<file path="src/rtl/pool_ctrl_pkg.sv">
// Shared types and defaults for the pooling-stage PIPO row-buffer sequencer.
package pool_ctrl_pkg;

  localparam int ROW_W_DEF     = 8;
  localparam int MAP_W_DEF     = 8;
  localparam int POOL_ROWS_DEF = 2;
  localparam int TOT_W_DEF     = ROW_W_DEF + MAP_W_DEF;

  typedef enum logic [1:0] {
    IDLE,
    LOAD,
    XFER,
    PRESENT
  } state_e;

  // Width needed to count every row of a run (rows * maps).
  function automatic int tot_w(input int row_w, input int map_w);
    return row_w + map_w;
  endfunction

endpackage

</file>
<file path="src/rtl/pool_idx_counter.sv">
// Row/map wrapping position counter; row wraps at lim_row and bumps the map.
// Registered position, combinational last flags; clr has priority over en.
module pool_idx_counter
  import pool_ctrl_pkg::*;
#(
  parameter int ROW_W = ROW_W_DEF,
  parameter int MAP_W = MAP_W_DEF
) (
  input  logic             clk,
  input  logic             nrst,
  input  logic             clr,
  input  logic             en,
  input  logic [ROW_W-1:0] lim_row,
  input  logic [MAP_W-1:0] lim_map,
  output logic [ROW_W-1:0] row,
  output logic [MAP_W-1:0] map,
  output logic             last_row,
  output logic             last
);

  logic [ROW_W-1:0] row_q, row_d;
  logic [MAP_W-1:0] map_q, map_d;
  logic             last_map;

  assign last_row = (row_q == lim_row);
  assign last_map = (map_q == lim_map);
  assign last     = last_row && last_map;
  assign row      = row_q;
  assign map      = map_q;

  always_comb begin
    row_d = row_q;
    map_d = map_q;
    if (clr) begin
      row_d = '0;
      map_d = '0;
    end else if (en) begin
      if (last_row) begin
        row_d = '0;
        map_d = last_map ? '0 : map_q + MAP_W'(1);
      end else begin
        row_d = row_q + ROW_W'(1);
      end
    end
  end

  always_ff @(posedge clk or negedge nrst) begin
    if (!nrst) begin
      row_q <= '0;
      map_q <= '0;
    end else begin
      row_q <= row_d;
      map_q <= map_d;
    end
  end

endmodule

</file>
<file path="src/rtl/pool_pipo_ctrl.sv">
// Sequences PIPO wr_ctrl/r_ctrl strobes and presents rows to max-pool; accept->present is 2 cycles.
// Upstream stalls (row_ready low) once one row is held behind the presented row.
module pool_pipo_ctrl
  import pool_ctrl_pkg::*;
#(
  parameter int ROW_W     = ROW_W_DEF,
  parameter int MAP_W     = MAP_W_DEF,
  parameter int POOL_ROWS = POOL_ROWS_DEF
) (
  input  logic                         clk,
  input  logic                         nrst,
  input  logic                         start,
  input  logic [ROW_W-1:0]             cfg_rows,
  input  logic [MAP_W-1:0]             cfg_maps,
  input  logic                         row_valid,
  output logic                         row_ready,
  output logic                         wr_ctrl,
  output logic                         r_ctrl,
  output logic                         pool_valid,
  input  logic                         pool_ready,
  output logic [$clog2(POOL_ROWS)-1:0] row_sel,
  output logic                         last_row,
  output logic                         busy,
  output logic                         done
);

  localparam int SEL_W = $clog2(POOL_ROWS);
  localparam int TOT_W = tot_w(ROW_W, MAP_W);

  state_e           state_q, state_d;
  logic [ROW_W-1:0] rows_q, rows_d;
  logic [MAP_W-1:0] maps_q, maps_d;
  logic [TOT_W-1:0] tot_q, tot_d;
  logic [TOT_W-1:0] acc_cnt_q, acc_cnt_d;
  logic             reg_full_q, reg_full_d;
  logic             done_q, done_d;
  logic [SEL_W-1:0] row_sel_q, row_sel_d;
  logic             last_row_q, last_row_d;

  logic             cnt_clr;
  logic             pr_en;
  logic             rows_pending;

  logic [ROW_W-1:0] acc_row, pr_row;
  logic [MAP_W-1:0] acc_map, pr_map;
  logic             acc_last_row, acc_last, pr_last_row, pr_last;
  logic             unused_idx;

  assign rows_pending = (acc_cnt_q < tot_q);
  assign wr_ctrl      = row_valid && row_ready;
  assign busy         = (state_q != IDLE);
  assign done         = done_q;
  assign row_sel      = row_sel_q;
  assign last_row     = last_row_q;
  assign unused_idx   = ^{acc_row, acc_map, acc_last_row, acc_last, pr_map, pr_last};

  pool_idx_counter #(.ROW_W(ROW_W), .MAP_W(MAP_W)) u_acc_cnt (
    .clk      (clk),
    .nrst     (nrst),
    .clr      (cnt_clr),
    .en       (wr_ctrl),
    .lim_row  (rows_q - ROW_W'(1)),
    .lim_map  (maps_q - MAP_W'(1)),
    .row      (acc_row),
    .map      (acc_map),
    .last_row (acc_last_row),
    .last     (acc_last)
  );

  pool_idx_counter #(.ROW_W(ROW_W), .MAP_W(MAP_W)) u_pr_cnt (
    .clk      (clk),
    .nrst     (nrst),
    .clr      (cnt_clr),
    .en       (pr_en),
    .lim_row  (rows_q - ROW_W'(1)),
    .lim_map  (maps_q - MAP_W'(1)),
    .row      (pr_row),
    .map      (pr_map),
    .last_row (pr_last_row),
    .last     (pr_last)
  );

  always_comb begin
    state_d    = state_q;
    rows_d     = rows_q;
    maps_d     = maps_q;
    tot_d      = tot_q;
    acc_cnt_d  = acc_cnt_q;
    reg_full_d = reg_full_q;
    done_d     = 1'b0;
    row_sel_d  = row_sel_q;
    last_row_d = last_row_q;
    cnt_clr    = 1'b0;
    pr_en      = 1'b0;
    row_ready  = 1'b0;
    r_ctrl     = 1'b0;
    pool_valid = 1'b0;

    case (state_q)
      IDLE: begin
        if (start) begin
          rows_d     = cfg_rows;
          maps_d     = cfg_maps;
          tot_d      = TOT_W'(cfg_rows) * TOT_W'(cfg_maps);
          acc_cnt_d  = '0;
          reg_full_d = 1'b0;
          cnt_clr    = 1'b1;
          // An empty run completes immediately without leaving IDLE.
          if (cfg_rows == '0 || cfg_maps == '0) begin
            done_d = 1'b1;
          end else begin
            state_d = LOAD;
          end
        end
      end

      LOAD: begin
        row_ready = 1'b1;
        if (row_valid) begin
          state_d = XFER;
        end
      end

      XFER: begin
        r_ctrl     = 1'b1;
        reg_full_d = 1'b0;
        pr_en      = 1'b1;
        row_sel_d  = SEL_W'(pr_row % ROW_W'(POOL_ROWS));
        last_row_d = pr_last_row;
        state_d    = PRESENT;
      end

      PRESENT: begin
        pool_valid = 1'b1;
        // Capture at most one row behind the one being presented.
        row_ready  = !reg_full_q && rows_pending;
        if (row_valid && row_ready) begin
          reg_full_d = 1'b1;
        end
        if (pool_ready) begin
          if (reg_full_q || (row_valid && row_ready)) begin
            state_d = XFER;
          end else if (rows_pending) begin
            state_d = LOAD;
          end else begin
            state_d = IDLE;
            done_d  = 1'b1;
          end
        end
      end

      default: state_d = IDLE;
    endcase

    if (row_valid && row_ready) begin
      acc_cnt_d = acc_cnt_q + TOT_W'(1);
    end
  end

  always_ff @(posedge clk or negedge nrst) begin
    if (!nrst) begin
      state_q    <= IDLE;
      rows_q     <= '0;
      maps_q     <= '0;
      tot_q      <= '0;
      acc_cnt_q  <= '0;
      reg_full_q <= 1'b0;
      done_q     <= 1'b0;
      row_sel_q  <= '0;
      last_row_q <= 1'b0;
    end else begin
      state_q    <= state_d;
      rows_q     <= rows_d;
      maps_q     <= maps_d;
      tot_q      <= tot_d;
      acc_cnt_q  <= acc_cnt_d;
      reg_full_q <= reg_full_d;
      done_q     <= done_d;
      row_sel_q  <= row_sel_d;
      last_row_q <= last_row_d;
    end
  end

endmodule

</file>
<file path="config.mk">
export PLATFORM = sky130hd
export DESIGN_NAME = pool_pipo_ctrl
export DESIGN_NICKNAME = d
export VERILOG_FILES = /design/src/rtl/pool_ctrl_pkg.sv /design/src/rtl/pool_idx_counter.sv /design/src/rtl/pool_pipo_ctrl.sv
export SDC_FILE = /design/constraint.sdc
export NUM_CORES = 1
export LEC_CHECK = 0
export ABC_AREA = 0
export CAP_MARGIN = 20
export CORE_MARGIN = 4
export CORE_UTILIZATION = 57
export CTS_CLUSTER_SIZE = 40
export DETAILED_ROUTE_END_ITERATION = 12
export PLACE_DENSITY_LB_ADDON = 0.1
export SETUP_SLACK_MARGIN = 0.3
export SLEW_MARGIN = 0
export SYNTH_ARGS = -nofsm -noshare
export SYNTH_HDL_FRONTEND = slang
export SYNTH_HIERARCHICAL = 1
export SYNTH_SLANG_ARGS = --single-unit
</file>
<file path="constraint.sdc">
create_clock -name clk -period 2.4 [get_ports clk]
set_input_delay 0.24 -clock clk [delete_from_list [all_inputs] [get_ports clk]]
set_output_delay 0.24 -clock clk [all_outputs]
set_load 0.05 [all_outputs]
</file>
======== Word level (Yosys, flattened, before mapping) ========
Index checks and enable logic that the tools add are counted.
cells by class
  add/sub/neg operators ................... 3
  multiply operators ...................... 1
  div/mod/pow operators ................... 0
  $lt $le $gt $ge ......................... 1
  equality and inequality tests ........... 9
  shifts and indexed selects .............. 0
  multiplexer cells ....................... 27
  bitwise operators ....................... 0
  reduce and logical (&&, ||, !) cells .... 18
operators by type and width
  operator               count
  $mux 16                3
  $mux 8                 3
  $add 16x1->16 const B  1
  $logic_not 8->1        2
  $lt 16x16->1           1
  $mul 8x8->16           1
  $mux 1                 12
  $mux 2                 5
  $ne 2x2->1 const B     5
  $add 8x1->8 const B    1
  $eq 8x8->1             1
  $pmux 2 s4             1
  $reduce_bool 2->1      4
  $sub 8x1->8 const B    1
  $eq 2x2->1 const B     2
  $pmux 1 s2             2
  $reduce_and 2->1       2
  $reduce_and 4->1       1
  $logic_and 1x1->1      3
  $pmux 1 s3             1
  $reduce_and 3->1       1
  $reduce_bool 3->1      1
  $eq 2x1->1 const B     1
  $logic_not 2->1        1
  other kinds (2)        3
word-level totals
  bits in registers ....................... 54
  bits in latches ......................... 0
  RAM bits ................................ 0
  memory bits (read-only) ................. 0
  output and inout bits ................... 8
  memories kept ........................... 0

======== Depth between registers and ports, before layout ========
Gate-level depths: netlist of run 1.
  word-level depth ........................ 7
  mapped depth ............................ 17
  depth with buffers taken out ............ 16

======== Cells and area by module ========
Netlist of run 1, hierarchy kept.
by module, submodules not included
  module            times used  cells each  area each (um^2)  sequential area each (um^2)
  pool_pipo_ctrl    1           607         5,286.3           1,351.3
  pool_idx_counter  1           116         1,073.5           400.4

======== Worst setup path before layout of run 1 ========
No wires, ideal clock.
  path kind ............................... input-to-reg
  start point ............................. input port cfg_maps[7]
  end point ............................... register tot_q[13]
  library setup time ...................... 0.095 ns
  arrival time ............................ 4.047 ns
  data required time ...................... 2.305 ns
  setup slack ............................. -1.743 ns
  stages .................................. 15
  buffers on the path ..................... 1
  path through ............................ clkbuf_1 > nand2_1 > fa_1 > fa_1 > inv_1 > fa_1 > inv_1 > fa_1 > inv_1 > ha_1 > or3_1 > o211ai_1 > a21oi_1 > o21a_1 > o31ai_1
on the way
  cells in the longest elaborated chain, start to end .. 1
RTL lines
  item                    RTL line               source
  start: declaration      pool_pipo_ctrl.sv:14   input logic [MAP_W-1:0] cfg_maps,
  $mul 8x8->16            pool_pipo_ctrl.sv:104  tot_d = TOT_W'(cfg_rows) * TOT_W'(cfg_maps);
  end signal: assignment  pool_pipo_ctrl.sv:175  tot_q <= tot_d;
  end: declaration        pool_pipo_ctrl.sv:33   logic [TOT_W-1:0] tot_q, tot_d;
No other way between the ends.
A chain may end at the register's enable or synchronous reset.

======== Worst setup path after layout of run 1 ========
  start point ............................. input port cfg_rows[3]
  end point ............................... register tot_q[13]
on the way
  cells in the longest elaborated chain, start to end .. 1
RTL lines
  item                RTL line               source
  start: declaration  pool_pipo_ctrl.sv:13   input logic [ROW_W-1:0] cfg_rows,
  $mul 8x8->16        pool_pipo_ctrl.sv:104
No other way between the ends.

==> results of run 1 <==
-- layout by cell type, fill, tap and decap left out, drive strengths merged, types with 9 or more instances in the layout --
cell / n
nand2: 57
fa: 36
a21oi: 16
and2: 49
nor2: 20
dfrtp: 54
and3: 10
nor4: 9
inv: 100
nor3: 15
o21ai: 49
buf: 122
xor2: 17
nand3: 15
ha: 58
-- worst max-delay path: cells and delay by family --
kind / cells / cell delay, ps
AO/OA/AOI/OAI: 4 / 820
AND/OR/NAND/NOR: 2 / 530
adder cells (fa/ha/maj): 5 / 2120
buffers and inverters: 3 / 200
-- where the power goes --
part           switching, mW  total [mW]  leakage [nW]  internal, mW
Sequential             0.374        1.65         0.695          1.28
Clock                  0.322       0.555        0.0472         0.233
Combinational           3.22        6.49          2.79          3.28
Total                   3.91        8.70          3.53          4.78
-- state kept, by name (all words and copies together) (netlist names) --
register,flops
done,1
state_q,2
row_sel,1
last_row,1
reg_full_q,1
rows_q,8
tot_q,16
u_pr_cnt/row,8
acc_cnt_q,16
-- routing by layer --
layer / share of wire (%) / GRT usage (%) / wire [um]
met5: 0 / 0 / 0
met4: 3.0 / 8.25 / 416
met3: 3.3 / 2.94 / 460
met2: 53 / 47.0 / 7440
met1: 41 / 31.0 / 5750
-- metrics by stage --
stage | cell area [um^2] | setup slack, ps
3_5_place_dp | 6470 | -2030
6_report | 7420 | -1300
2_1_floorplan | 5760 | -1430
4_1_cts | 7180 | -1200
3_3_place_gp | 6470 | -1960
5_1_grt | 7420 | -1470
-- layout make-up --
class / count / area, um^2 / share of cell area [%]
Inverter: 101 / 383 / 5.16
Multi-Input combinational cell: 444 / 4210 / 56.7
Timing Repair Buffer: 133 / 1220 / 16.5
Tap cell: 129 / 161 / 2.18
Sequential cell: 54 / 1350 / 18.2
Clock buffer: 6 / 82.6 / 1.11
Clock inverter: 2 / 12.5 / 0.169
-- worst max-delay path by stage --
stage	from	endpoint	depth (start not counted)
floorplan	cfg_maps[5]	tot_q[13]$_DFFE_PN0P_	14
global placement	cfg_rows[2]	tot_q[13]$_DFFE_PN0P_	14
detailed placement	cfg_maps[4]	tot_q[13]$_DFFE_PN0P_	15
CTS	cfg_maps[4]	tot_q[13]$_DFFE_PN0P_	14
global route	cfg_rows[3]	tot_q[13]$_DFFE_PN0P_	14
finish	cfg_rows[3]	tot_q[13]$_DFFE_PN0P_	14
-- timing repair --
action                     in CTS  in global routing
setup buffers                  31                  9
pin swaps                      71                 63
gates resized for setup       188                 43
gates cloned                    1                  0
setup endpoints to repair      43                 46
==> metrics.csv, run 1 <==
stage,metric,value,unit
cts,Root Driver,clkbuf_8,
floorplan,I/O Pins,29,
global_route,pin count of the biggest net entering global routing,55,
setup_path,"Data arrival, critical path",3920,ps
timing,Rel. slew slack,53.2,%
routing,Post-DRT Antenna Nets,0,
cts,Clock Pin Slew Worst Setup and Hold Paths,100,ps
pwr,Pleak,3.53,nW
cts,# hold bufs at CTS,0,
min_path,Hold Path Class,in -> async,
cts,Clock Path Buffers,2,
routing,final WL,14.1,mm
cells_and_area,Ant. Diodes,0,
setup_path,slowest CP cell,fa_1,
floorplan,Core Footprint,0.00924,mm^2
floorplan,Die Y,105,um
timing,Achievable Freq,270,MHz
cts,Worst-Skew Late Latency,320,ps
setup_path,CP Cell Sequence,"buf_8, and2_4, fa_1, fa_1, fa_1, inv_1, fa_1, inv_2, ha_4, or3_4, o211ai_1, a21oi_2, o21a_1, o31ai_2",
pwr,PwrDens,1170,mW/mm^2
cts,cts bufs inserted,5,
placed_design,Routability Congestion,0.890,
setup_path,Critical Path Most Common Cell,fa_1,
timing,hold_ws,47.0,ps
timing,Final min period,3700,ps
timing,Layout Skew,11.2,ps
logic_synthesis,Syn Area/Cell,8.63,um^2
cts,Clock Sinks,54,
global_route,GRT Residual Overflow,0,
global_route,vias in the first global route,5111,
setup_path,R2R Path Start,acc_cnt_q[12]$_DFFE_PN0P_,
floorplan,DIE AREA,0.0111,mm^2
timing,PnR worst setup slack,-1300,ps
routing,# DRC,0,
cells_and_area,fraction of layout cells with a size suffix above 1,35.3,%
cells_and_area,number of fill cells,552,
logic_synthesis,post-synthesis cell area,0.00540,mm^2
cells_and_area,final core occ,80.3,%
cells_and_area,fin cells,869,
floorplan,floorplan row count,35,
setup_path,worst r2r path cells,9,
timing,endpoints failing setup,18,
global_route,first-pass GRT wire length,23.5,mm
routing,vias post-DR,4865,
timing,Fin. Hold Viols,0,
floorplan,chip width,105,um
cts,CTS tree,done,
setup_path,register-to-register setup slack,-170,ps
setup_path,type of origin of the critical path,input port,
logic_synthesis,warnings from Yosys,6,
floorplan,Initial Util,58.4,%
global_route,GRT Total Usage,25.6,%
routing,wire per inst,16.2,um
timing,final period utilization,154,%
logic_synthesis,Synth Net Count,740,
setup_path,"critical path fanouts, max",6,
setup_path,crit-path max cell delay,570,ps
global_route,initial antenna violation count,0,
cells_and_area,Nets,854,
cells_and_area,area grow syn2layout,37.5,%
setup_path,WS Path Type,in -> reg,
setup_path,CP required,2620,ps
outcome,status,finished with violations,
outcome,failing checks,negative setup slack,
placed_design,detailed-placement wirelength estimate,10.0,mm
placed_design,placed insts,820,
logic_synthesis,Cells after Synth,625,
routing,DRT Pass-1 Iters,4,
placed_design,IO buf count,28,
timing,Worst-Margin Slew,701,ps
pwr,VDD IR max,0.794,mV
cts,H-tree levels,2,
timing,Post-Route Setup TNS,-12190,ps
routing,via density per instance,5.60,
pwr,total power,8.70,mW
setup_path,FF-to-FF End,acc_cnt_q[10]$_DFFE_PN0P_,
routing,DR iter-0 viols,242,
timing,unrepaired setup endpoints after global routing,yes,
setup_path,endpoint class of the critical path,register,
timing,Final Max Tran Viols,0,
job,max cap viols,0,
Note: power is estimated with default switching activity, not from simulation.
==> inputs of run 2 (changes only) <==
- CORE_ASPECT_RATIO: unset -> 0.6
==> run 2 against run 1 <==
Net effect: the run still ends with negative setup slack left; critical endpoint unchanged; design area up 1.3%; largest power group unchanged; critical path type unchanged; clock power grew 53%; via count is 0.49% higher.
==> metrics.csv, run 2 (synthesis results as in run 1) <==
stage,metric,value,unit,change
cts,# hold bufs at CTS,0,,unchanged
routing,DR iter-0 viols,284,,+17%
global_route,GRT Total Usage,27.2,%,+1.6 points
cells_and_area,fraction of layout cells with a size suffix above 1,35.5,%,+0.20 points
cells_and_area,most frequent cells in the layout,"86 x inv_1, 71 x buf_4, 52 x dfrtp_1",,
routing,vias post-DR,4889,,+0.49%
routing,via density per instance,5.67,,+1.2%
setup_path,crit-path max cell delay,530,ps,-40 ps
cells_and_area,Nets,847,,-0.82%
timing,Final Max Tran Viols,0,,unchanged
setup_path,Worst Setup EP,tot_q[13]$_DFFE_PN0P_,,
cells_and_area,Ant. Diodes,0,,unchanged
setup_path,slowest CP cell,fa_1,,
global_route,vias in the first global route,4941,,-3.3%
setup_path,WS Path Type,in -> reg,,
setup_path,FF-to-FF End,acc_cnt_q[10]$_DFFE_PN0P_,,
timing,Final min period,3650,ps,-50.9 ps
cts,H-tree levels,2,,unchanged
timing,Fin. Hold Viols,0,,unchanged
global_route,first-pass GRT wire length,24.6,mm,+4.6%
setup_path,R2R Path Start,tot_q[14]$_DFFE_PN0P_,,
floorplan,floorplan row count,27,,-23%
setup_path,crit path from,cfg_maps[2],,
pwr,total power,9.11,mW,+4.8%
routing,final WL,15.5,mm,+10%
cts,Clock Pin Slew Worst Setup and Hold Paths,80,ps,-20 ps
placed_design,detailed-placement wirelength estimate,11.0,mm,+9.7%
timing,final period utilization,152,%,-2.1 points
setup_path,"critical path fanouts, max",6,,unchanged
pwr,VDD IR max,0.900,mV,+13%
placed_design,placed insts,820,,unchanged
placed_design,Routability Congestion,0.915,,+2.7%
cts,CTS tree,done,,
routing,DRT Pass-1 Iters,4,,unchanged
setup_path,type of origin of the critical path,input port,,
routing,Post-DRT Antenna Nets,0,,unchanged
floorplan,chip width,134,um,+27%
cells_and_area,Largest regs,"acc_cnt_q: 16 flops, tot_q: 16 flops",,
setup_path,register-to-register setup slack,-170,ps,about the same
cts,Clock Sinks,54,,unchanged
placed_design,IO buf count,28,,unchanged
routing,# DRC,0,,unchanged
job,max cap viols,0,,unchanged
timing,Layout Skew,13.6,ps,+2.39 ps
global_route,initial antenna violation count,0,,unchanged
global_route,grt met1 use,41.4,%,+10 points
floorplan,Die Y,83.4,um,-21%
cells_and_area,"commonest non-fill, non-tap cell in the layout",inv_1,,
pwr,Pleak,3.58,nW,+1.3%
floorplan,Initial Util,58.7,%,+0.33 points
setup_path,"Data arrival, critical path",3860,ps,-60 ps
outcome,failing checks,negative setup slack,,
setup_path,worst r2r path cells,10,,+1
cells_and_area,final core occ,81.8,%,+1.5 points
placed_design,pre-CTS setup slack,-2140,ps,-109 ps
setup_path,Critical Path Most Common Cell,fa_1,,
timing,Achievable Freq,274,MHz,+1.4%
routing,wire per inst,18.0,um,+11%
cts,Worst-Skew Late Latency,300,ps,-20 ps
timing,PnR worst setup slack,-1250,ps,+50.9 ps
pwr,PwrDens,1210,mW/mm^2,+3.4%
floorplan,DIE AREA,0.0111,mm^2,+0.46%
cells_and_area,post-route cell area,0.00752,mm^2,+1.3%
global_route,met2 Usage GRT,41.7,%,-5.3 points
global_route,GRT Residual Overflow,0,,unchanged
timing,Rel. slew slack,41.2,%,-12 points
cts,Root Driver,clkbuf_16,,
global_route,met3 usage,3.93,%,+1.0 points
min_path,Hold Path Class,in -> async,,
setup_path,CP required,2600,ps,-20 ps
cells_and_area,number of fill cells,532,,-3.6%
cells_and_area,fin cells,863,,-0.69%
timing,Worst-Margin Slew,883,ps,+181 ps
cells_and_area,area grow syn2layout,39.3,%,
timing,endpoints failing setup,18,,unchanged
floorplan,I/O Pins,29,,unchanged
outcome,status,finished with violations,,
timing,unrepaired setup endpoints after global routing,yes,,
setup_path,endpoint class of the critical path,register,,
cts,Clock Path Buffers,2,,unchanged
setup_path,CP Cell Sequence,"buf_12, and2_4, fa_1, inv_1, fa_1, fa_1, inv_2, fa_2, ha_4, or3_4, o211ai_1, a21oi_2, o21a_1, o31ai_2",,
global_route,pin count of the biggest net entering global routing,38,,-31%
global_route,Top Usage Layer GRT,met2,,
placed_design,Post-DP Area,0.00647,mm^2,-0.14%
floorplan,Core Footprint,0.00919,mm^2,-0.56%
cts,cts bufs inserted,5,,unchanged
## run 2: cell types whose count changed in the layout (fill, tap and decap cells not counted), sizes merged
cell,previous run,this run
buf,122,118
bufinv,0,1
clkbuf,6,5
clkdlybuf4s15,2,1
clkdlybuf4s50,6,7
clkinvlp,2,1
dlygate4sd2,2,0
dlymetal6s2s,1,0
inv,100,101
## run 2: power breakdown
group / internal [mW] / switching (mW) / leakage (nW)
Combinational: 3.27 / 3.34 / 2.80
Sequential: 1.28 / 0.371 / 0.695
Clock: 0.495 / 0.355 / 0.0842
Total: 5.05 / 4.07 / 3.58
## run 2: layout make-up
class                   count  area, um^2  share of cell area [%]
well taps                 130         163                    2.16
clock buffers               5         125                    1.66
repair buffers            126        1210                    16.1
flip-flops and latches     54        1350                    18.0
clock inverters             3        43.8                   0.582
multi-input cells         444        4240                    56.3
inverters                 101         383                    5.09
## run 2: critical path, delay by kind of cell
family | cells | cell delay [ps]
adders and majority gates | 5 | 2080
buffers and inverters | 3 | 230
AOI/OAI and AO/OA | 4 | 750
and+or+nand+nor | 2 | 550
## run 2: metrics by stage
step / setup TNS [ps] / hold slack [ps]
2_1_floorplan: -11400 / -55.6
3_3_place_gp: -20820 / 379
3_5_place_dp: -21610 / 407
4_1_cts: -11860 / 90.1
5_1_grt: -14450 / 118
6_report: -12440 / 49.1
## run 2: worst min-delay path by stage
| stage | from | endpoint |
|---|---|---|
| 5_1_grt | nrst | row_sel$_DFFE_PN0P_ |
| 3_3_place_gp | nrst | row_sel$_DFFE_PN0P_ |
| 3_5_place_dp | nrst | row_sel$_DFFE_PN0P_ |
| 2_1_floorplan | nrst | acc_cnt_q[0]$_DFFE_PN0P_ |
| 6_report | nrst | row_sel$_DFFE_PN0P_ |
| 4_1_cts | nrst | row_sel$_DFFE_PN0P_ |
## run 2: repair_timing
item | CTS | global route
pin swaps | 47 | 59
setup buffers | 17 | 17
resized for setup | 172 | 85
setup endpoints to repair | 42 | 45
cloned | 1 | 0
## run 2: routing by layer
layer	vias up	part of all wire [%]
li1	2293	-
met1	2443	47
met2	135	47
met3	18	4.8
met4	0	1.2
met5	-	0
==> inputs of run 3 (changes only) <==
- GPL_TIMING_DRIVEN: unset -> 0
==> run 3 against run 2 <==
Net effect: the run still ends with negative setup slack left; worst setup slack lost 110 ps; clock power shrank 0.7%; routed wire length grew 3.4%; cell count shrank 2.8%; die area is the same; global-route usage grew 0.46 points; via count grew 2.1%; power shrank 1.0%; sequential share of layout area grew 0.26 points; first-iteration DRC count grew 31%.
==> metrics.csv, run 3 (synthesis results as in run 1) <==
stage,metric,value,unit,change
cts,Worst-Skew Late Latency,300,ps,about the same
timing,Fin. Hold Viols,0,,unchanged
routing,wire per inst,19.1,um,+6.4%
global_route,first-pass GRT wire length,24.9,mm,+1.2%
setup_path,crit-path max cell delay,560,ps,+30 ps
setup_path,R2R Path Start,acc_cnt_q[9]$_DFFE_PN0P_,,
global_route,GRT Total Usage,27.7,%,+0.46 points
cts,# hold bufs at CTS,0,,unchanged
timing,endpoints failing setup,21,,+3
cells_and_area,final core occ,80.8,%,-0.99 points
global_route,GRT Residual Overflow,0,,unchanged
timing,Worst-Margin Slew,802,ps,-81.1 ps
pwr,VDD IR max,0.798,mV,-11%
pwr,PwrDens,1210,mW/mm^2,+0.19%
timing,Achievable Freq,266,MHz,-3.0%
floorplan,Die Y,83.4,um,unchanged
setup_path,type of origin of the critical path,input port,,
cells_and_area,"commonest non-fill, non-tap cell in the layout",inv_1,,
routing,DRT Pass-1 Iters,5,,+1
floorplan,chip width,134,um,unchanged
routing,vias post-DR,4993,,+2.1%
cells_and_area,number of fill cells,537,,+0.94%
pwr,total power,9.02,mW,-1.0%
cells_and_area,Reg area,0.00136,mm^2,+0.18%
setup_path,WS Path Type,in -> reg,,
cells_and_area,fraction of layout cells with a size suffix above 1,34.3,%,-1.2 points
routing,# DRC,0,,unchanged
floorplan,DIE AREA,0.0111,mm^2,unchanged
routing,Post-DRT Antenna Nets,0,,unchanged
floorplan,floorplan row count,27,,unchanged
routing,final WL,16.0,mm,+3.4%
setup_path,"Data arrival, critical path",3960,ps,+100 ps
timing,Layout Skew,8.19,ps,-5.40 ps
floorplan,Core Footprint,0.00919,mm^2,unchanged
cts,Root Driver,clkbuf_16,,
job,max cap viols,0,,unchanged
cells_and_area,Largest regs,"acc_cnt_q: 16 flops, tot_q: 16 flops",,
cells_and_area,Nets,823,,-2.8%
setup_path,slowest CP cell,fa_1,,
setup_path,FF-to-FF End,acc_cnt_q[8]$_DFFE_PN0P_,,
pwr,Pleak,3.43,nW,-4.1%
cts,Clock Sinks,54,,unchanged
timing,Rel. slew slack,46.6,%,+5.4 points
floorplan,Initial Util,58.7,%,unchanged
setup_path,crit path from,cfg_rows[5],,
cells_and_area,Ant. Diodes,0,,unchanged
setup_path,worst r2r path cells,12,,+2
placed_design,Routability Congestion,0.895,,-2.1%
global_route,initial antenna violation count,0,,unchanged
timing,Final min period,3760,ps,+114 ps
timing,PnR worst setup slack,-1370,ps,-114 ps
global_route,vias in the first global route,5194,,+5.1%
setup_path,Critical Path Most Common Cell,fa_1,,
cts,Clock Path Buffers,2,,unchanged
floorplan,I/O Pins,29,,unchanged
timing,Final Max Tran Viols,0,,unchanged
cells_and_area,area grow syn2layout,37.6,%,
timing,unrepaired setup endpoints after global routing,yes,,
outcome,failing checks,negative setup slack,,
routing,via density per instance,5.95,,+5.0%
outcome,status,finished with violations,,
setup_path,CP Cell Sequence,"clkbuf_16, and2_4, fa_1, inv_2, fa_1, fa_1, inv_1, fa_2, ha_4, or3_4, o211ai_1, buf_4, a21oi_2, o21a_1, o31ai_1",,
cells_and_area,footprint of the multi-input gates,0.00433,mm^2,+2.1%
min_path,Hold Path Class,in -> async,,
cts,H-tree levels,2,,unchanged
cells_and_area,most frequent cells in the layout,"80 x inv_1, 50 x nand2_1, 50 x dfrtp_1",,
global_route,pin count of the biggest net entering global routing,34,,-11%
placed_design,detailed-placement wirelength estimate,10.4,mm,-5.0%
setup_path,CP required,2600,ps,about the same
setup_path,"critical path fanouts, max",6,,unchanged
placed_design,IO buf count,17,,-39%
setup_path,Worst Setup EP,tot_q[13]$_DFFE_PN0P_,,
setup_path,register-to-register setup slack,-160,ps,about the same
setup_path,endpoint class of the critical path,register,,
routing,DR iter-0 viols,373,,+31%
cts,Clock Pin Slew Worst Setup and Hold Paths,70,ps,about the same
cts,CTS tree,done,,
cts,cts bufs inserted,5,,unchanged
timing,final period utilization,157,%,+4.7 points
==> run 3: cell count changes in the layout (fill, tap and decap cells not counted), moves of 4 or more <==
cell,change
clkbuf_16,+6
inv_2,+6
nand2_2,+4
buf_4,-24
inv_1,-6
buf_12,-6
nor2_1,+4
clkbuf_1,+8
buf_6,-12
==> run 3: area by class of cell <==
type / instances / share of cell area [%]
sequential: 54 / 18.3
tap: 130 / 2.19
buffer: 25 / 4.18
inverter: 101 / 5.15
clock buffer: 6 / 1.74
multi-input combinational: 444 / 58.2
timing repair buffer: 77 / 9.74
clock inverter: 2 / 0.505
==> run 3: worst min path at each step <==
stage / startpoint / endpoint / slack, ps / cells past startpoint
after floorplan: nrst / acc_cnt_q[0]$_DFFE_PN0P_ / -60 / 0
after CTS: nrst / u_pr_cnt/row[2]$_DFFE_PN0P_ / 40 / 1
final: nrst / u_pr_cnt/row[0]$_DFFE_PN0P_ / 20 / 1
after detailed placement: nrst / u_pr_cnt/row[0]$_DFFE_PN0P_ / 360 / 1
after global routing: nrst / u_pr_cnt/row[2]$_DFFE_PN0P_ / 80 / 1
after global placement: tot_q[0]$_DFFE_PN0P_ / tot_q[0]$_DFFE_PN0P_ / 480 / 2
==> run 3: layer usage <==
metal	share of wire, %	vias up	track usage, %
li1	-	2245	-
met1	43	2498	38.5
met2	47	218	43.2
met3	8.4	32	6.48
met4	1.9	0	8.12
met5	0	-	0
==> run 3: where the power goes <==
group          total (mW)  leakage, nW  switching [mW]  internal (mW)
combinational        6.51         2.67            3.43           3.08
sequential           1.66        0.692           0.381           1.28
clock               0.844       0.0771           0.350          0.494
==> run 3: critical path: cells and delay by family <==
kind | cells | cell delay, ps
and+or+nand+nor | 2 | 530
adders and majority gates | 5 | 2090
AOI/OAI and AO/OA | 4 | 680
buffers and inverters | 4 | 440
==> run 3: through the flow <==
step | instances | hold slack (ps) | setup slack, ps | area, um^2 | setup TNS [ps]
after detailed placement | 773 | 362 | -2300 | 6110 | -23470
after floorplan | 625 | -55.6 | -1430 | 5760 | -11400
after global routing | 839 | 79.4 | -1470 | 7430 | -13600
after global placement | 772 | 477 | -2190 | 6090 | -52740
final | 839 | 24.9 | -1370 | 7430 | -11650
after CTS | 816 | 42.7 | -1400 | 6930 | -10790
==> run 3: timing repair <==
item / 4_1_cts / 5_1_grt
cloned: 1 / 0
resized for setup: 154 / 69
pin swaps: 45 / 46
buffers inserted: 34 / 24
endpoints found under the setup margin: 49 / 43
